==> config.mk <==
export PLATFORM = sky130hd
export DESIGN_NAME = ber_counter
export DESIGN_NICKNAME = d
export VERILOG_FILES = /design/src/rtl/ber_counter_pkg.sv /design/src/rtl/prbs15_lfsr.sv /design/src/rtl/ber_counter.sv
export SDC_FILE = /design/constraint.sdc
export NUM_CORES = 1
export LEC_CHECK = 0
export CORE_ASPECT_RATIO = 2
export CORE_MARGIN = 1.5
export CORE_UTILIZATION = 40
export CTS_BUF_LIST = sky130_fd_sc_hd__clkbuf_8
export CTS_CLUSTER_SIZE = 30
export DETAILED_ROUTE_END_ITERATION = 16
export PLACE_DENSITY = 0.59
export SLEW_MARGIN = 25
export SYNTH_ARGS = -nofsm -noshare
export SYNTH_HDL_FRONTEND = slang
export SYNTH_SLANG_ARGS = --single-unit
==> constraint.sdc <==
create_clock -name clk -period 7.7 [get_ports clk]
set_input_delay 1.54 -clock clk [delete_from_list [all_inputs] [get_ports clk]]
set_output_delay 1.54 -clock clk [all_outputs]
set_load 0.05 [all_outputs]
==> src/rtl/ber_counter_pkg.sv <==
// Shared definitions for the PRBS-15 bit-error-rate counter.
// The transmitter-side PRBS source uses the same polynomial and bit order,
// so the taps and shift helpers live here rather than inside the checker.
package ber_counter_pkg;

  // Receiver synchroniser states.
  typedef enum logic [1:0] {
    ST_SEARCH = 2'b00,
    ST_VERIFY = 2'b01,
    ST_LOCKED = 2'b10
  } ber_state_t;

  // PRBS-15, x^15 + x^14 + 1. State s[14:0], newest bit in s[0].
  localparam int PRBS15_WIDTH  = 15;
  localparam int PRBS15_TAP_HI = 14;
  localparam int PRBS15_TAP_LO = 13;

  typedef logic [PRBS15_WIDTH-1:0] prbs15_t;

  localparam prbs15_t PRBS15_ZERO = 15'h0000;

  // Consecutive clean bits needed in VERIFY before declaring lock.
  localparam int VERIFY_LEN_DEFAULT = 32;

  // Next bit the sequence will produce from the given state.
  function automatic logic prbs15_expected(input prbs15_t s);
    return s[PRBS15_TAP_HI] ^ s[PRBS15_TAP_LO];
  endfunction

  // Shift one bit into the state; oldest bit falls off the top.
  function automatic prbs15_t prbs15_shift(input prbs15_t s, input logic b);
    return {s[PRBS15_WIDTH-2:0], b};
  endfunction

endpackage

==> src/rtl/prbs15_lfsr.sv <==
// Local PRBS-15 reference for the BER counter.
// In load mode the received bits are shifted straight in so the register
// can be seeded from the line; in free-run mode it regenerates the sequence
// from its own taps, so a line error never contaminates the reference.
module prbs15_lfsr
  import ber_counter_pkg::*;
(
  input  logic clk,
  input  logic reset,
  input  logic en,
  input  logic load,
  input  logic din,
  output logic expected,
  output logic load_nonzero
);

  prbs15_t state;
  prbs15_t state_next;

  // Select between seeding from the line and free-running on own taps.
  always_comb begin
    state_next = state;
    if (load) begin
      state_next = prbs15_shift(state, din);
    end else begin
      state_next = prbs15_shift(state, expected);
    end
  end

  // State register; advances only on enabled symbol strobes.
  always_ff @(posedge clk or posedge reset) begin
    if (reset) begin
      state <= PRBS15_ZERO;
    end else if (en) begin
      state <= state_next;
    end else begin
      state <= state;
    end
  end

  assign expected     = prbs15_expected(state);
  // A seed that would leave the register all-zero is the LFSR lock-up
  // state and can never track a real PRBS stream.
  assign load_nonzero = (prbs15_shift(state, din) != PRBS15_ZERO);

endmodule

==> src/rtl/ber_counter.sv <==
// PRBS-15 bit-error-rate counter.
// Acquires the incoming PRBS by seeding a local LFSR from the line, verifies
// the alignment over a run of clean bits, then counts errors in fixed
// windows of 2^WINDOW_LOG2 bits. Lock is dropped when a window is too dirty.
module ber_counter
  import ber_counter_pkg::*;
#(
  parameter int WINDOW_LOG2 = 20,
  parameter int VERIFY_LEN  = VERIFY_LEN_DEFAULT,
  parameter int LOSS_THRESH = 2 ** (WINDOW_LOG2 - 3)
) (
  input  logic                   clk,
  input  logic                   reset,
  input  logic                   sam_clk_en,
  input  logic                   bit_in,
  output logic                   locked,
  output logic [WINDOW_LOG2:0]   err_count,
  output logic                   window_done,
  output logic [7:0]             resync_count
);

  localparam int ACC_W = WINDOW_LOG2 + 1;
  localparam int VCW   = $clog2(VERIFY_LEN + 1);

  localparam logic [3:0]             FILL_LAST    = 4'(PRBS15_WIDTH - 1);
  localparam logic [VCW-1:0]         VERIFY_LAST  = VCW'(VERIFY_LEN - 1);
  localparam logic [WINDOW_LOG2-1:0] BIT_CNT_LAST = {WINDOW_LOG2{1'b1}};
  localparam logic [ACC_W-1:0]       LOSS_LIM     = ACC_W'(LOSS_THRESH);
  localparam logic [7:0]             RESYNC_MAX   = 8'd255;

  ber_state_t             state;
  ber_state_t             state_next;
  logic [3:0]             fill_cnt;
  logic [VCW-1:0]         verify_cnt;
  logic [WINDOW_LOG2-1:0] bit_cnt;
  logic [ACC_W-1:0]       err_acc;
  logic [ACC_W-1:0]       window_total;
  logic                   expected;
  logic                   load_nonzero;
  logic                   bit_err;
  logic                   window_end;
  logic                   window_loss;

  prbs15_lfsr u_lfsr (
    .clk          (clk),
    .reset        (reset),
    .en           (sam_clk_en),
    .load         (state == ST_SEARCH),
    .din          (bit_in),
    .expected     (expected),
    .load_nonzero (load_nonzero)
  );

  assign bit_err      = bit_in ^ expected;
  assign window_end   = (state == ST_LOCKED) && (bit_cnt == BIT_CNT_LAST);
  // The final bit's error is folded in here so the reported total covers
  // the whole window even though the accumulator is cleared on that edge.
  assign window_total = err_acc + {{WINDOW_LOG2{1'b0}}, bit_err};
  assign window_loss  = window_end && (window_total > LOSS_LIM);

  // Synchroniser next-state: seed, confirm alignment, then track.
  always_comb begin
    state_next = state;
    case (state)
      ST_SEARCH: begin
        if ((fill_cnt == FILL_LAST) && load_nonzero) begin
          state_next = ST_VERIFY;
        end else begin
          state_next = ST_SEARCH;
        end
      end
      ST_VERIFY: begin
        if (bit_err) begin
          state_next = ST_SEARCH;
        end else if (verify_cnt == VERIFY_LAST) begin
          state_next = ST_LOCKED;
        end else begin
          state_next = ST_VERIFY;
        end
      end
      ST_LOCKED: begin
        if (window_loss) begin
          state_next = ST_SEARCH;
        end else begin
          state_next = ST_LOCKED;
        end
      end
      default: begin
        state_next = ST_SEARCH;
      end
    endcase
  end

  // State register and the lock flag, which moves on the same edge as state.
  always_ff @(posedge clk or posedge reset) begin
    if (reset) begin
      state  <= ST_SEARCH;
      locked <= 1'b0;
    end else if (sam_clk_en) begin
      state  <= state_next;
      locked <= (state_next == ST_LOCKED);
    end else begin
      state  <= state;
      locked <= locked;
    end
  end

  // Count bits loaded while seeding; an all-zero seed restarts the fill.
  always_ff @(posedge clk or posedge reset) begin
    if (reset) begin
      fill_cnt <= 4'd0;
    end else if (sam_clk_en) begin
      if (state != ST_SEARCH) begin
        fill_cnt <= 4'd0;
      end else if (fill_cnt == FILL_LAST) begin
        fill_cnt <= 4'd0;
      end else begin
        fill_cnt <= fill_cnt + 4'd1;
      end
    end else begin
      fill_cnt <= fill_cnt;
    end
  end

  // Run length of consecutive clean bits while verifying alignment.
  always_ff @(posedge clk or posedge reset) begin
    if (reset) begin
      verify_cnt <= VCW'(0);
    end else if (sam_clk_en) begin
      if ((state != ST_VERIFY) || bit_err || (verify_cnt == VERIFY_LAST)) begin
        verify_cnt <= VCW'(0);
      end else begin
        verify_cnt <= verify_cnt + VCW'(1);
      end
    end else begin
      verify_cnt <= verify_cnt;
    end
  end

  // Window bit counter and error accumulator; idle at zero when not locked.
  always_ff @(posedge clk or posedge reset) begin
    if (reset) begin
      bit_cnt <= {WINDOW_LOG2{1'b0}};
      err_acc <= {ACC_W{1'b0}};
    end else if (sam_clk_en) begin
      if ((state != ST_LOCKED) || window_end) begin
        bit_cnt <= {WINDOW_LOG2{1'b0}};
        err_acc <= {ACC_W{1'b0}};
      end else begin
        bit_cnt <= bit_cnt + {{(WINDOW_LOG2-1){1'b0}}, 1'b1};
        err_acc <= window_total;
      end
    end else begin
      bit_cnt <= bit_cnt;
      err_acc <= err_acc;
    end
  end

  // Publish the completed window total; held until the next window ends.
  always_ff @(posedge clk or posedge reset) begin
    if (reset) begin
      err_count <= {ACC_W{1'b0}};
    end else if (sam_clk_en && window_end) begin
      err_count <= window_total;
    end else begin
      err_count <= err_count;
    end
  end

  // Single-clock strobe marking an err_count update.
  always_ff @(posedge clk or posedge reset) begin
    if (reset) begin
      window_done <= 1'b0;
    end else begin
      window_done <= sam_clk_en && window_end;
    end
  end

  // Count lock losses, sticking at the top value.
  always_ff @(posedge clk or posedge reset) begin
    if (reset) begin
      resync_count <= 8'd0;
    end else if (sam_clk_en && window_loss && (resync_count != RESYNC_MAX)) begin
      resync_count <= resync_count + 8'd1;
    end else begin
      resync_count <= resync_count;
    end
  end

endmodule

==> results of run 1 <==
-- worst reg2reg max path, cell delays in order (launching register included) --
cell	delay (ns)
sky130_fd_sc_hd__dfrtp_1	0.42
sky130_fd_sc_hd__xnor2_1	0.25
sky130_fd_sc_hd__xnor2_1	0.22
sky130_fd_sc_hd__ha_1	0.32
sky130_fd_sc_hd__ha_1	0.31
sky130_fd_sc_hd__nand3_2	0.27
sky130_fd_sc_hd__or3_4	0.49
sky130_fd_sc_hd__nor3_2	0.33
sky130_fd_sc_hd__nor4_1	0.10
sky130_fd_sc_hd__a31oi_2	0.22
sky130_fd_sc_hd__nor2_4	0.10
sky130_fd_sc_hd__or4_4	0.54
sky130_fd_sc_hd__xnor2_2	0.14
-- layout make-up --
class                   instances  area (um2)
fillers                      1129        6553
multi-input cells             363        2392
repair buffers                 38       365.4
clock buffers                  10       137.6
well taps                     147       183.9
flip-flops and latches         99        2477
inverters                       7       28.78
clock inverters                 6       57.56
-- how the worst max path moves through the flow --
stage | start | end | slack (ns) | cells past startpoint
finish | bit_in | resync_count[6] | 2.84 | 12
floorplan | bit_in | resync_count[6] | 3.50 | 11
global route | bit_in | resync_count[6] | 2.61 | 12
detailed placement | bit_in | resync_count[6] | 2.44 | 12
CTS | bit_in | resync_count[6] | 2.84 | 12
global placement | bit_in | resync_count[6] | 2.53 | 12
-- cells in the final DEF, fill, tap and decap left out, types with 3 or more instances in the layout --
cell / netlist / routed
sky130_fd_sc_hd__a21oi_1: 20 / 20
sky130_fd_sc_hd__a22o_1: 4 / 4
sky130_fd_sc_hd__a31oi_1: 3 / 3
sky130_fd_sc_hd__and3_1: 5 / 5
sky130_fd_sc_hd__and4_1: 4 / 4
sky130_fd_sc_hd__buf_4: 3 / 4
sky130_fd_sc_hd__clkbuf_8: 0 / 10
sky130_fd_sc_hd__clkdlybuf4s50_1: 0 / 33
sky130_fd_sc_hd__dfrtp_1: 99 / 99
sky130_fd_sc_hd__ha_1: 7 / 7
sky130_fd_sc_hd__inv_1: 7 / 8
sky130_fd_sc_hd__mux2_2: 22 / 22
sky130_fd_sc_hd__nand2_1: 43 / 43
sky130_fd_sc_hd__nand2b_1: 3 / 3
sky130_fd_sc_hd__nand3_1: 20 / 20
sky130_fd_sc_hd__nand3b_1: 6 / 6
sky130_fd_sc_hd__nand4_1: 14 / 14
sky130_fd_sc_hd__nor2_1: 54 / 53
sky130_fd_sc_hd__nor2b_1: 4 / 4
sky130_fd_sc_hd__nor3_1: 13 / 13
sky130_fd_sc_hd__nor4_1: 7 / 7
sky130_fd_sc_hd__nor4_2: 4 / 4
sky130_fd_sc_hd__o21ai_0: 32 / 32
sky130_fd_sc_hd__o2bb2ai_1: 5 / 5
sky130_fd_sc_hd__o31ai_1: 7 / 6
sky130_fd_sc_hd__or3_1: 7 / 7
sky130_fd_sc_hd__xnor2_1: 20 / 20
sky130_fd_sc_hd__xor2_1: 25 / 25
-- layer usage --
metal / GRT usage, % / vias up / part of all wire, %
met2: 30.55 / 51 / 53
met4: 6.317 / 0 / 1.8
li1: - / 1789 / -
met1: 22.12 / 1840 / 43
met3: 3.107 / 15 / 2.3
met5: 0 / - / 0
-- flip-flops by register name, summed over array words and instances, names as in the netlist --
signal / flops
bit_cnt: 20
err_acc: 21
err_count: 21
fill_cnt: 4
locked: 1
resync_count: 8
state: 2
u_lfsr.state: 15
verify_cnt: 6
window_done: 1
-- stage by stage --
stage / instances / hold slack (ns) / setup WS, ns / power (uW) / instance area, um2
floorplan: 496 / 0.4514 / 3.496 / 770.7 / 5011
global placement: 654 / 0.4741 / 2.533 / 827.5 / 5448
detailed placement: 654 / 0.4844 / 2.438 / 832.4 / 5448
CTS: 670 / 0.5017 / 2.839 / 1168 / 5643
global route: 670 / 0.5339 / 2.608 / 1218 / 5643
finish: 670 / 0.4994 / 2.837 / 1150 / 5643
-- report_power, final --
| part | internal, uW | switching [uW] | total (uW) |
|---|---|---|---|
| Clock | 156 | 176 | 332 |
| Combinational | 91.1 | 110 | 201 |
| Sequential | 572 | 45.8 | 617 |
-- cell usage after synthesis, drive strengths merged --
| cell | instances | area share, % |
|---|---|---|
| o31ai | 7 | 1.0 |
| inv | 7 | 0.52 |
| xnor2 | 21 | 3.8 |
| nor2b | 4 | 0.50 |
| o2111ai | 1 | 0.17 |
| buf | 18 | 1.8 |
| xor2 | 25 | 4.4 |
| a21o | 2 | 0.30 |
| nor3b | 1 | 0.15 |
| o41ai | 1 | 0.17 |
| mux2 | 23 | 5.2 |
| clkbuf | 9 | 0.67 |
| o21ai | 33 | 3.3 |
| or2 | 1 | 0.12 |
| or3 | 9 | 1.3 |
| and3 | 5 | 0.62 |
| and2 | 2 | 0.25 |
| a31oi | 4 | 0.62 |
| a31o | 1 | 0.17 |
| nand4 | 16 | 2.2 |
| mux2i | 2 | 0.40 |
| a41o | 1 | 0.20 |
| or3b | 1 | 0.17 |
| nor4 | 11 | 1.9 |
| or4 | 2 | 0.37 |
| nand2b | 3 | 0.37 |
| dfrtp | 99 | 49 |
| a211o | 1 | 0.17 |
| a22o | 4 | 0.70 |
| nand3 | 21 | 2.2 |
| ha | 7 | 1.7 |
| a21boi | 1 | 0.15 |
| nor3 | 14 | 1.5 |
| nor2 | 57 | 4.6 |
| and4 | 4 | 0.70 |
| nor4b | 2 | 0.35 |
| a41oi | 1 | 0.32 |
| o2bb2ai | 5 | 0.87 |
| nand3b | 6 | 0.90 |
| a2111oi | 1 | 0.30 |
| nand2 | 43 | 3.2 |
| a21oi | 20 | 2.0 |
-- cells by family (layout without fill, tap and decap cells) --
family | count (synthesis) | in the layout | share of synthesized area [%]
AND/OR/NAND/NOR | 202 | 202 | 21.50
flip-flops | 99 | 99 | 49.44
AO/OA/AOI/OAI | 83 | 83 | 10.51
XOR/XNOR | 46 | 46 | 8.190
buffers and inverters | 34 | 61 | 2.971
multiplexers | 25 | 25 | 5.643
adder cells (fa/ha/maj) | 7 | 7 | 1.748
==> summary by stage, run 1 <==
Setup path
STA puts the critical path data required time at 7.96 ns. In this run the register-to-register setup slack is 3.89 ns. The critical path in this run is classified as in -> reg. The library cell contributing the largest single delay on the critical path is sky130_fd_sc_hd__or4_4. Of all nets on the critical path, the largest fanout is 13.

STA classifies the critical path startpoint as an input port. The critical path capture point type is a flip-flop. The terminus of the critical flop-to-flop path is resync_count[6]. The depth of the most critical reg-to-reg path is 12. Walking the worst path, the cells encountered are clkdlybuf4s50_1, xnor2_1, ha_1, ha_1, nand3_2, or3_4, nor3_2, nor4_1, a31oi_2, nor2_4, or4_4, xnor2_2. Broken down by cell family, the worst path's largest delay share belongs to simple AND/OR/NAND/NOR gates. Together, buffers and inverters on the worst path number 1.

The source of the worst register-to-register timing path is u_lfsr.state[13]. The worst endpoint data arrival time is 5.12 ns. Among the stages of the critical path, the cell type that occurs most often is sky130_fd_sc_hd__ha_1. For this run, the slowest stage of the critical path takes 0.54 ns.

Synth
The cell area after technology mapping is 5011 um2. After synthesis the netlist holds a flip-flop and latch count of 99. The portion of the post-synthesis area used by sequential elements is 49.44%. The average instance area after synthesis is 10.10 um2.

The number of nets in the synthesized netlist is 507. The synthesized netlist contains 56 unique library cells. Synthesis handed over a netlist of 496 instances. The count of yosys warnings during synthesis is 0.

Timing
Setup repair after global routing left no endpoint under its margin. For this run, the top clock speed supported by timing is 205.6 MHz. The actual slew at the worst max-slew pin is 0.7434 ns.

The final number of setup-violating endpoints is 0. For the finished layout, the period the worst path requires is 4.863 ns. Between clock sinks in the finished design, the worst skew comes to 0.008944 ns. The final cycle utilization of the critical path is 63.16%. Measured against its own limit, the worst slew margin works out to 50.26%. In the final timing run, aggregate negative setup slack is 0 ns. The final hold violation count is 0. The max-slew violation count was 0.

Pwr
For this design the static power due to leakage is 0.002406 uW. Across the VDD grid, the largest voltage drop is 0.1521 mV. In this run the power density over the cells is 203.8 nW/um2.

Floorplan
The area enclosed by the die boundary is 13250 um2. The row count is 57. From left edge to right edge, the die measures 82.15 um.

In this run the vertical extent of the chip is 161.3 um. The starting density of the core is 41.09%. The core box area is 12200 um2. Pin placement for this block handled 35 I/O pins.

Global route
The via count of the first global-routing pass is 3800. The first global-routing pass estimated 18540 um of wire. Across every metal layer, demand over resource in global routing totals 17.90%.

The sum of overflow across all layers after global routing is 0. Entering global routing, the biggest net connects 58 pins. The number of antenna violations at the first check in global routing is 0.

Placement
In this run the tool buffered the top-level ports with 34 buffer cells. The HPWL reported at the end of detailed placement is 7364 um. At the end of routability-driven placement, the weighted congestion stood at 0.8258.

Clock tree
Post-CTS repair changed the size of 0 cells. In this run the number of H-tree levels came out at 3. The tree built by TritonCTS fans out to 99 sinks. The clock transition time at the flip-flop clock pins of the worst setup and hold paths is 0.09 ns.

The maximum buffer depth of the clock tree is 2. The root buffer cell chosen for the clock tree is sky130_fd_sc_hd__clkbuf_8. The total CTS buffers is 9.

The CTS tree is done. Hold repair after CTS inserted 0 buffers. The clock reaches the later pin of the worst-skew pair after 0.36 ns. The number of buffers added for setup after CTS is 0.

Cells and area
For this run, the post-layout net count is 529. The repair_antennas step left the layout with diodes totalling 0. The area growth from synthesis to layout is 12.61%. The post-route netlist has 12.43% of its cells at a drive strength greater than 1. Cells fill 46.27% of the core in the end.

Drt
Using the TritonRoute via totals, the vias-per-cell ratio works out to 5.515. The post-route antenna net violation count is 0. The via total after detailed routing is 3695.

The number of optimization iterations in the first detailed-route pass is 4. The detailed router finished its first iteration with 172 violations. After detailed routing, the average wire length per cell comes to 16.03 um.

The total wire length is 10740 um. For this run, design rule violations remaining after detail routing come to 0.

Flow run
Max-cap violations in this run came to 0.

Min path
The path class of the tightest hold or removal check is reg -> reg. The worst hold path begins at fill_cnt[3]. Along the worst hold path, the cell count comes to 1.

The path with the worst hold slack has its endpoint at fill_cnt[3].

Outcome
The run finished with clean final reports.
(Power assumes the default switching activity.)
==> run 2, diff against run 1 <==
- clock period: 7.7 -> 4.8 ns (I/O delays scaled with it)
==> summary by stage, run 2 (synthesis results as in run 1) <==
Min path
In this run the most critical hold path is launched from resync_count[7]. The path with the worst hold slack has its endpoint at resync_count[7]. The number of instances on the worst hold path came to 1 (unchanged). The tightest min-delay check is of the reg -> reg type.

Cells and area
The library cells used most frequently in the layout, excluding fill and tap cells, are sky130_fd_sc_hd__dfrtp_1 (99), sky130_fd_sc_hd__nor2_1 (53), sky130_fd_sc_hd__nand2_1 (43). The net count of the finished layout was 533 (+0.76%). The non-filler instance count after layout is 674 (+0.60%).

The area growth from synthesis to layout is 13.21%. The antenna diode count is 0 (unchanged). The fraction of final layout cells sized beyond drive strength 1 was 13.09% (+0.66 points). The most frequent standard cell in the layout excluding fill and tap cells is sky130_fd_sc_hd__dfrtp_1.

In the final layout, the registers with the most flip-flops are err_acc: 21 flops, err_count: 21 flops, bit_cnt: 20 flops.

Clock tree
The number of cells upsized or downsized after cts is 0 (unchanged). TritonCTS built the clock tree. The clock insertion delay at the later pin of the skew report was 0.37 ns (about the same). The total CTS buffers was 9 (unchanged). The depth of the CTS H-tree was 3 (unchanged).

The hold buffer count at cts was 0 (unchanged). The clock transition time at the flip-flop clock pins of the worst setup and hold paths is 0.10 ns (about the same). The number of buffers added for setup after CTS was 0 (unchanged). The maximum buffer depth of the clock tree is 2 (unchanged).

In this run the clock root is driven by a sky130_fd_sc_hd__clkbuf_8. The total number of clock tree sinks came to 99 (unchanged).

Timing
The setup TNS is 0 ns (unchanged). After layout, the worst path uses 84.86% of the clock period. The routed design could run at a clock period as short as 4.073 ns. The remaining max-slew budget at the tightest pin was 47.88% (-2.4 points). The final hold violation count is 0 (unchanged). The largest clock skew in the final design is 0.01476 ns (+0.005816 ns). The final number of setup-violating endpoints came to 0 (unchanged). The final critical-path setup slack is 0.7267 ns (-2.110 ns).

Setup repair after global routing left no endpoint under its margin. The max-slew violation count is 0 (unchanged). The peak clock frequency supported by timing is 245.5 MHz.

The actual slew at the worst max-slew pin is 0.7789 ns (+0.03548 ns).

Global route
The first-pass GRT wire length was 17990 um (-3.0%). The via count of the first global-routing pass is 3693 (-2.8%). The maximum number of pins on one net before global-route repair is 57 (-1.7%).

The sum of overflow across all layers after global routing is 0 (unchanged). The number of antenna violations at the first check in global routing is 0 (unchanged). The global routing usage summed across all routing layers was 17.65% (-0.25 points).

Placement
The number of cells in the design after placement was 658 (+0.61%). The HPWL reported at the end of detailed placement was 7503 um (+1.9%). The number of port buffers is 34 (unchanged). The weighted congestion at the end of routability-driven global placement came to 0.8620 (+4.4%).

The placement-stage worst setup slack is 0.3486 ns (-2.090 ns).

Flow run
The max-cap check violation count came to 0 (unchanged).

Drt
The via total after detailed routing is 3716 (+0.57%). The initial detailed-routing violation count is 185 (+7.6%). The total wire length is 10750 um (+0.14%). The post-route antenna net violation count is 0 (unchanged). The number of optimization iterations in the first detailed-route pass is 4 (unchanged).

The routed length per instance is 15.95 um (-0.45%). The average via count per standard cell was 5.513 (about the same). The number of design rule violations left after detail routing was 0 (unchanged).

Setup path
The depth of the most critical reg-to-reg path is 13 (+1). The source of the worst register-to-register timing path is u_lfsr.state[13]. The worst endpoint data arrival time is 4.34 ns (-0.78 ns).

The number of buffer and inverter stages on the critical path is 2 (+1). The kind of cell adding the most delay to the critical path is simple AND/OR/NAND/NOR gates. The delay of the slowest cell on the worst path came to 0.53 ns (about the same). The biggest fanout along the worst timing path came to 11 (-2). The most frequent cell on the critical path is sky130_fd_sc_hd__ha_1. The required time at the endpoint of the critical path is 5.07 ns (-2.89 ns).

In this run the critical register-to-register path is captured at resync_count[6]. The setup slack of the worst register-to-register path is 1.18 ns (-2.71 ns). The library cell contributing the largest single delay on the critical path is sky130_fd_sc_hd__or4_4.

The type of origin of the critical path is an input port. The critical path is of the in -> reg type. Traced cell by cell, the critical path runs through clkdlybuf4s50_1, xnor2_1, ha_1, ha_1, nand3_2, buf_4, nor4_2, xor2_1, a2111oi_2, a41oi_2, nor2_4, or4_4, xnor2_2. STA classifies the critical path endpoint as a flip-flop.

Floorplan
The core box area is 12200 um2 (unchanged). The overall die height was 161.3 um (unchanged). The starting density of the core came to 41.09% (unchanged). The area enclosed by the die boundary is 13250 um2 (unchanged). The I/O pin count was 35 (unchanged). The row count was 57 (unchanged). The die outline width was 82.15 um (unchanged).

Outcome
The flow ran to the end, and the final reports show no timing, DRC or antenna violations.

Pwr
The maximum ir drop on the vdd rail is 0.2281 mV (+50%). The total design power is 1845 uW (+60%). The power per cell area came to 325.3 nW/um2 (+60%). The static power due to leakage is 0.002426 uW (+0.83%).
run 2: cell types whose count changed in the layout (fill, tap and decap cells not counted), sizes merged:
| cell | change |
|---|---|
| buf | +4 |
run 2: stage by stage:
| stage | utilization [%] | hold slack (ns) | instance area [um2] |
|---|---|---|---|
| 2_1_floorplan | - | 0.4514 | 5011 |
| 6_report | 46.52 | 0.4930 | 5673 |
| 3_3_place_gp | 44.92 | 0.4715 | 5478 |
| 4_1_cts | 46.52 | 0.5023 | 5673 |
| 3_5_place_dp | 44.92 | 0.4881 | 5478 |
| 5_1_grt | 46.52 | 0.5238 | 5673 |
run 2: layer usage:
metal | vias to the layer above | part of all wire, % | track usage, %
met1 | 1820 | 41 | 21.44
met5 | - | 0 | 0
met3 | 20 | 3.1 | 2.768
met4 | 0 | 2.1 | 7.319
met2 | 75 | 53 | 30.18
li1 | 1801 | - | -
run 2: worst max-delay path by stage:
stage | slack (ns) | end | cells after the start | start
3_3_place_gp | 0.40 | resync_count[6] | 12 | bit_in
6_report | 0.73 | resync_count[6] | 13 | bit_in
4_1_cts | 0.74 | resync_count[6] | 12 | bit_in
5_1_grt | 0.53 | resync_count[6] | 13 | bit_in
2_1_floorplan | 1.18 | resync_count[6] | 11 | bit_in
3_5_place_dp | 0.35 | resync_count[6] | 12 | bit_in
run 2: final cells by class:
class | instances | area, um2
Multi-Input combinational cell | 363 | 2392
Fill cell | 1152 | 6523
Inverter | 7 | 28.78
Timing Repair Buffer | 42 | 395.4
Sequential cell | 99 | 2477
Tap cell | 147 | 183.9
Clock inverter | 6 | 57.56
Clock buffer | 10 | 137.6
run 2: power breakdown:
group	leakage [uW]	internal [uW]	switching [uW]
clock network	0.000101	251	280
logic	0.000970	147	178
registers	0.00136	917	72.6
total	0.00243	1310	531
run 2: worst register-to-register path: cells and delay by family (launching register included):
family | cells | cell delay [ns]
fa+ha+maj | 2 | 0.60
xor+xnor | 4 | 0.88
buf+inv | 1 | 0.20
simple gates | 4 | 1.11
compound gates | 2 | 0.31
flops | 1 | 0.42
==> run 3, diff against run 2 <==
- clock period: 4.8 -> 3.9 ns (I/O delays scaled with it)
==> summary by stage, run 3 (synthesis results as in run 1) <==
Outcome
The flow ran to the end, and the final reports show no timing, DRC or antenna violations.

Floorplan
The I/O pin count came to 35 (unchanged). The overall die height is 161.3 um (unchanged). The area enclosed by the die boundary came to 13250 um2 (unchanged). The die outline width is 82.15 um (unchanged). The starting density of the core is 41.09% (unchanged). The core box area is 12200 um2 (unchanged). The row count is 57 (unchanged).

Global route
The via count of the first global-routing pass was 3886 (+5.2%). The number of antenna violations at the first check in global routing is 0 (unchanged). The maximum number of pins on one net before global-route repair is 48 (-16%).

The global routing usage summed across all routing layers is 18.56% (+0.91 points). The sum of overflow across all layers after global routing came to 0 (unchanged). The first-pass GRT wire length was 19010 um (+5.7%).

Placement
The HPWL reported at the end of detailed placement was 7805 um (+4.0%). The weighted congestion at the end of routability-driven global placement came to 0.8119 (-5.8%). The number of cells in the design after placement is 677 (+2.9%). The placement-stage worst setup slack is -0.1478 ns (-0.4964 ns). The number of port buffers came to 34 (unchanged).

Pwr
The switching share of total power was 29.77% (+1.0 points). The fraction of power consumed by sequential logic is 53.0% (-0.6 points). The power per cell area was 395.4 nW/um2 (+22%). The total net switching power is 685.0 uW (+29%). The maximum ir drop on the vdd rail is 0.3525 mV (+55%). The total design power is 2301 uW (+25%). The total internal power was 1616 uW (+23%). The static power due to leakage is 0.002513 uW (+3.6%). The clock network fraction of total power is 29.3% (+0.5 points). The power share of the combinational group was 17.7% (about the same).

Setup path
The worst endpoint data arrival time came to 3.94 ns (-0.40 ns). The setup slack of the worst register-to-register path was 0.56 ns (-0.62 ns). The depth of the most critical reg-to-reg path is 13 (unchanged). The path type of the worst setup path is in -> reg. STA classifies the critical path endpoint as a flip-flop.

The type of origin of the critical path is an input port. The biggest fanout along the worst timing path was 7 (-4). In this run the critical register-to-register path is captured at resync_count[7]. The required time at the endpoint of the critical path came to 4.20 ns (-0.87 ns).

The source of the worst register-to-register timing path is u_lfsr.state[13].

Drt
The total wire length is 11120 um (+3.4%). The post-route antenna net violation count was 0 (unchanged). The via total after detailed routing was 3732 (+0.43%). The number of optimization iterations in the first detailed-route pass is 4 (unchanged). The number of design rule violations left after detail routing is 0 (unchanged). The average via count per standard cell was 5.385 (-2.3%). The initial detailed-routing violation count is 238 (+29%). The routed length per instance is 16.04 um (+0.55%).

Clock tree
The hold buffer count at cts is 0 (unchanged). The clock tree root buffer cell is sky130_fd_sc_hd__clkbuf_8. The clock insertion delay at the later pin of the skew report is 0.37 ns (about the same).

The number of cells upsized or downsized after cts came to 0 (unchanged). The total number of clock tree sinks is 99 (unchanged). The depth of the CTS H-tree came to 3 (unchanged). The total CTS buffers is 9 (unchanged). The CTS tree is done.

The maximum buffer depth of the clock tree is 2 (unchanged). The number of buffers added for setup after CTS was 0 (unchanged). The clock transition time at the flip-flop clock pins of the worst setup and hold paths was 0.10 ns (about the same).

Cells and area
The area growth from synthesis to layout is 16.13%. The non-filler instance count after layout was 693 (+2.8%). The antenna diode count was 0 (unchanged). The largest registers in the layout are err_acc: 21 flops, err_count: 21 flops, bit_cnt: 20 flops. The fraction of final layout cells sized beyond drive strength 1 is 16.48% (+3.4 points). The net count of the finished layout is 552 (+3.6%).

The most frequent standard cell in the layout excluding fill and tap cells is sky130_fd_sc_hd__dfrtp_1. The library cells used most frequently in the layout, excluding fill and tap cells, are sky130_fd_sc_hd__dfrtp_1 (99), sky130_fd_sc_hd__nor2_1 (53), sky130_fd_sc_hd__nand2_1 (43).

Timing
The actual slew at the worst max-slew pin is 0.7545 ns (-0.02439 ns). The final cycle utilization of the critical path is 93.24%. The worst hold slack across all endpoints is 0.4925 ns (-0.0004880 ns). The setup TNS is 0 ns (unchanged). The final hold violation count is 0 (unchanged). For the finished layout, the period the worst path requires is 3.636 ns. The final number of setup-violating endpoints is 0 (unchanged). Derived from the worst setup path, the maximum achievable clock frequency is 275.0 MHz. Setup repair after global routing left no endpoint under its margin. The max-slew violation count was 0 (unchanged). The final critical-path setup slack is 0.2637 ns (-0.4630 ns). The remaining max-slew budget at the tightest pin is 49.51% (+1.6 points).

The largest clock skew in the final design was 0.009629 ns (-0.005132 ns).

Flow run
The max-cap check violation count came to 0 (unchanged).

Min path
The kind of path behind the tightest hold check is reg -> reg. The number of instances on the worst hold path is 1 (unchanged). The hold path startpoint is fill_cnt[3]. For hold timing, the worst endpoint is fill_cnt[3].
==> run 3: cell count changes in the layout (fill, tap and decap cells not counted), sizes merged <==
cell	change
clkbuf	-1
clkinv	+1
buf	+19
==> run 3: worst max-delay path: stages <==
cell and delay (ns):
sky130_fd_sc_hd__clkdlybuf4s50_1 0.46, sky130_fd_sc_hd__xnor2_1 0.30, sky130_fd_sc_hd__ha_1 0.22, sky130_fd_sc_hd__ha_1 0.18, sky130_fd_sc_hd__nand3_2 0.13, sky130_fd_sc_hd__or3_1 0.37
sky130_fd_sc_hd__a41o_1 0.24, sky130_fd_sc_hd__a31o_1 0.24, sky130_fd_sc_hd__a41oi_2 0.26, sky130_fd_sc_hd__nor2_4 0.05, sky130_fd_sc_hd__buf_4 0.16, sky130_fd_sc_hd__nor4b_1 0.37
sky130_fd_sc_hd__xor2_1 0.17
==> run 3: worst max-delay path by stage <==
stage               depth (start not counted)    from  slack (ns)              end
global route                               13  bit_in        0.07  resync_count[1]
detailed placement                         12  bit_in       -0.15  resync_count[6]
floorplan                                  11  bit_in        0.46  resync_count[6]
CTS                                        13  bit_in        0.24  resync_count[7]
global placement                           12  bit_in       -0.12  resync_count[6]
finish                                     13  bit_in        0.26  resync_count[7]
==> run 3: stage by stage <==
step | util, % | area [um2]
3_5_place_dp | 46.09 | 5620
5_1_grt | 47.72 | 5819
4_1_cts | 47.72 | 5819
3_3_place_gp | 46.09 | 5620
6_report | 47.72 | 5819
2_1_floorplan | - | 5011
==> run 3: area by class of cell <==
type	instances	area (um2)
Multi-Input combinational cell	363	2392
Fill cell	1133	6376
Clock inverter	7	75.07
Timing Repair Buffer	61	538.0
Tap cell	147	183.9
Clock buffer	9	123.9
Inverter	7	28.78
Sequential cell	99	2477
==> run 3: metal layers <==
metal	vias to the layer above	wire [um]	GRT usage (%)
met5	-	0	0
met2	60	5883	32.75
met1	1815	4736	22.04
li1	1843	-	-
met3	14	303	3.277
met4	0	193	6.163
==> run 3: power by group through the flow <==
stage / clock [uW] / combinational [uW] / sequential (uW)
3_5_place_dp: 0 / 415 / 1240
3_3_place_gp: 0 / 406 / 1240
4_1_cts: 702 / 417 / 1220
2_1_floorplan: 0 / 302 / 1220
6_report: 675 / 407 / 1220
5_1_grt: 743 / 459 / 1240
==> RTL edit, RTL diff (settings of run 3) <==
Reset style: synchronous (`reset`), changed in 8 clocked blocks.
--- a/src/rtl/prbs15_lfsr.sv
+++ b/src/rtl/prbs15_lfsr.sv
@@ -28,7 +28,7 @@
   end
 
   // State register; advances only on enabled symbol strobes.
-  always_ff @(posedge clk or posedge reset) begin
+  always_ff @(posedge clk) begin
     if (reset) begin
       state <= PRBS15_ZERO;
     end else if (en) begin
--- a/src/rtl/ber_counter.sv
+++ b/src/rtl/ber_counter.sv
@@ -92,7 +92,7 @@
   end
 
   // State register and the lock flag, which moves on the same edge as state.
-  always_ff @(posedge clk or posedge reset) begin
+  always_ff @(posedge clk) begin
     if (reset) begin
       state  <= ST_SEARCH;
       locked <= 1'b0;
@@ -106,7 +106,7 @@
   end
 
   // Count bits loaded while seeding; an all-zero seed restarts the fill.
-  always_ff @(posedge clk or posedge reset) begin
+  always_ff @(posedge clk) begin
     if (reset) begin
       fill_cnt <= 4'd0;
     end else if (sam_clk_en) begin
@@ -123,7 +123,7 @@
   end
 
   // Run length of consecutive clean bits while verifying alignment.
-  always_ff @(posedge clk or posedge reset) begin
+  always_ff @(posedge clk) begin
     if (reset) begin
       verify_cnt <= VCW'(0);
     end else if (sam_clk_en) begin
@@ -138,7 +138,7 @@
   end
 
   // Window bit counter and error accumulator; idle at zero when not locked.
-  always_ff @(posedge clk or posedge reset) begin
+  always_ff @(posedge clk) begin
     if (reset) begin
       bit_cnt <= {WINDOW_LOG2{1'b0}};
       err_acc <= {ACC_W{1'b0}};
@@ -157,7 +157,7 @@
   end
 
   // Publish the completed window total; held until the next window ends.
-  always_ff @(posedge clk or posedge reset) begin
+  always_ff @(posedge clk) begin
     if (reset) begin
       err_count <= {ACC_W{1'b0}};
     end else if (sam_clk_en && window_end) begin
@@ -168,7 +168,7 @@
   end
 
   // Single-clock strobe marking an err_count update.
-  always_ff @(posedge clk or posedge reset) begin
+  always_ff @(posedge clk) begin
     if (reset) begin
       window_done <= 1'b0;
     end else begin
@@ -177,7 +177,7 @@
   end
 
   // Count lock losses, sticking at the top value.
-  always_ff @(posedge clk or posedge reset) begin
+  always_ff @(posedge clk) begin
     if (reset) begin
       resync_count <= 8'd0;
     end else if (sam_clk_en && window_loss && (resync_count != RESYNC_MAX)) begin
Function: no difference found for any inputs over 10 cycles, from zero or initial values and one cycle with reset high; that may be too few to reach the edited logic, so the function may still have changed.
==> RTL edit against run 3 <==
  * Fmax is 1.5% higher
  * Area after synthesis is 5.0% lower
  * Highest routed layer unchanged
  * Setup slack better by 0.052 ns
  * Global-route usage is 0.53 points lower
  * Design area is 5.7% lower
  * Utilization is 0.54 points lower
  * Routed wire length is 4.0% lower
  * Die area is 4.9% lower
  * Sequential cell count stayed put
  * First-iteration DRC count is 33% lower
  * Via count is 3.6% higher
Power is not compared: it rests on default switching activity, and its combinational part moved more than twofold at a synthesized area within 25%.
==> RTL edit: results <==
[synthesis]
synth_flop_cell = "dfxtp_1"
synth_nets = 550
synth_common_cells = "dfxtp_1, nor2_1, nand2_1"
synth.top_cells.by_area = "dfxtp_1, nor2_1, xnor2_1, mux2i_1, xor2_1"
ys_seq_area_share_pct = 41.7

[finish]
nets = 580
final.fill_count = 1180
layout-drive-gt1-share_pct = 10.3

[detailed_routing]
detail_route.iter0.violations = 159
vias_per_cell = 5.38
wl_per_cell_microns = 14.8

[placement]
post-dp-hpwl_mm = 7.53
dpl-instance-area_sq_um = 5250
routabilityCongestion = 0.914

[worst_hold_path]
holdCritStartpoint = "err_acc[0]"
holdPathStages = 2

[global_routing]
grt_pass1_wl_mm = 17.9
grt_usage_pct = 18.0
grt_start_max_net_pins = 72
antenna_found_initial = 0
grt_pass1_vias = 3801

[critical_path]
worst-r2r-cell-count = 14
critPathArrivalTime_ns = 3.85
r2r_start = "u_lfsr.state[13]"

[run_status]
status = "complete, no violations"

[power_and_ir_drop]
p_leak_nw = 1.97

[sta]
skew_ns = 0.0158
relSlewSlack_pct = 49.8
RTL edit: cell count changes after synthesis, moves of 8 or more:
cell             run 3  this run
dfrtp_1             99         0
mux2_2              22         0
nor2_1              54        98
dfxtp_1              0        99
clkbuf_1             9        17
o21ai_0             32        14
a211oi_1             0        16
mux2i_1              2        23
RTL edit: worst paths after layout:
| kind | endpoint | slack, ns |
|---|---|---|
| max | resync_count[3] | 0.32 |
| min | err_acc[0] | 0.49 |
| max reg2reg | resync_count[3] | 0.68 |
| min reg2reg | err_acc[0] | 0.49 |
RTL edit: cell type report:
type	count	area (sq um)	share of cell area (%)
multi-input cells	402	2600	47.4
well taps	145	181	3.31
repair buffers	52	465	8.48
clock inverters	7	115	2.10
flip-flops and latches	99	1980	36.1
inverters	5	18.8	0.342
clock buffers	9	124	2.26
RTL edit: per-stage QoR:
stage / worst slack, ns / TNS, ns / instances
detailed placement: -0.0188 / -0.0433 / 703
finish: 0.316 / 0 / 719
CTS: 0.366 / 0 / 719
global route: 0.180 / 0 / 719
global placement: 0.00612 / 0 / 703
floorplan: 0.451 / 0 / 539
RTL edit: where the power goes:
group	leakage (nW)	internal, W	switching, W	total, W
registers	0.798	0.00101	0.00000519	0.00102
logic	1.05	0.0000187	0.0000433	0.0000620
clock network	0.121	0.000425	0.000365	0.000789
RTL edit: metal layers:
layer  vias to the layer above  routed length (microns)  track usage [%]
met5                         -                        0                0
met4                         0                      295             8.54
met2                        49                     5740             33.1
met3                        20                      219             3.19
li1                       1939                        -                -
met1                      1859                     4410             19.3
RTL edit: worst max-delay path, cell delays in order:
cell and delay (ns):
clkdlybuf4s50_1 0.52, xor2_1 0.25, inv_1 0.08, ha_1 0.21, ha_1 0.24, buf_4 0.18, nor3_1 0.16, nor2_1 0.06
o2bb2ai_1 0.32, nand4_2 0.17, o41ai_4 0.34, a21oi_4 0.12, nand4_1 0.11, mux2_1 0.33
RTL edit: cells by family (layout without fill, tap and decap cells):
kind of cell    after synthesis  after routing  synth area share [%]
xor+xnor                     51             51                  9.70
fa+ha+maj                     7              7                  1.84
compound gates               73             73                  10.9
mux                          27             27                  5.86
flops                        99             99                  41.7
buf+inv                      38             73                  3.76
simple gates                244            244                  26.3
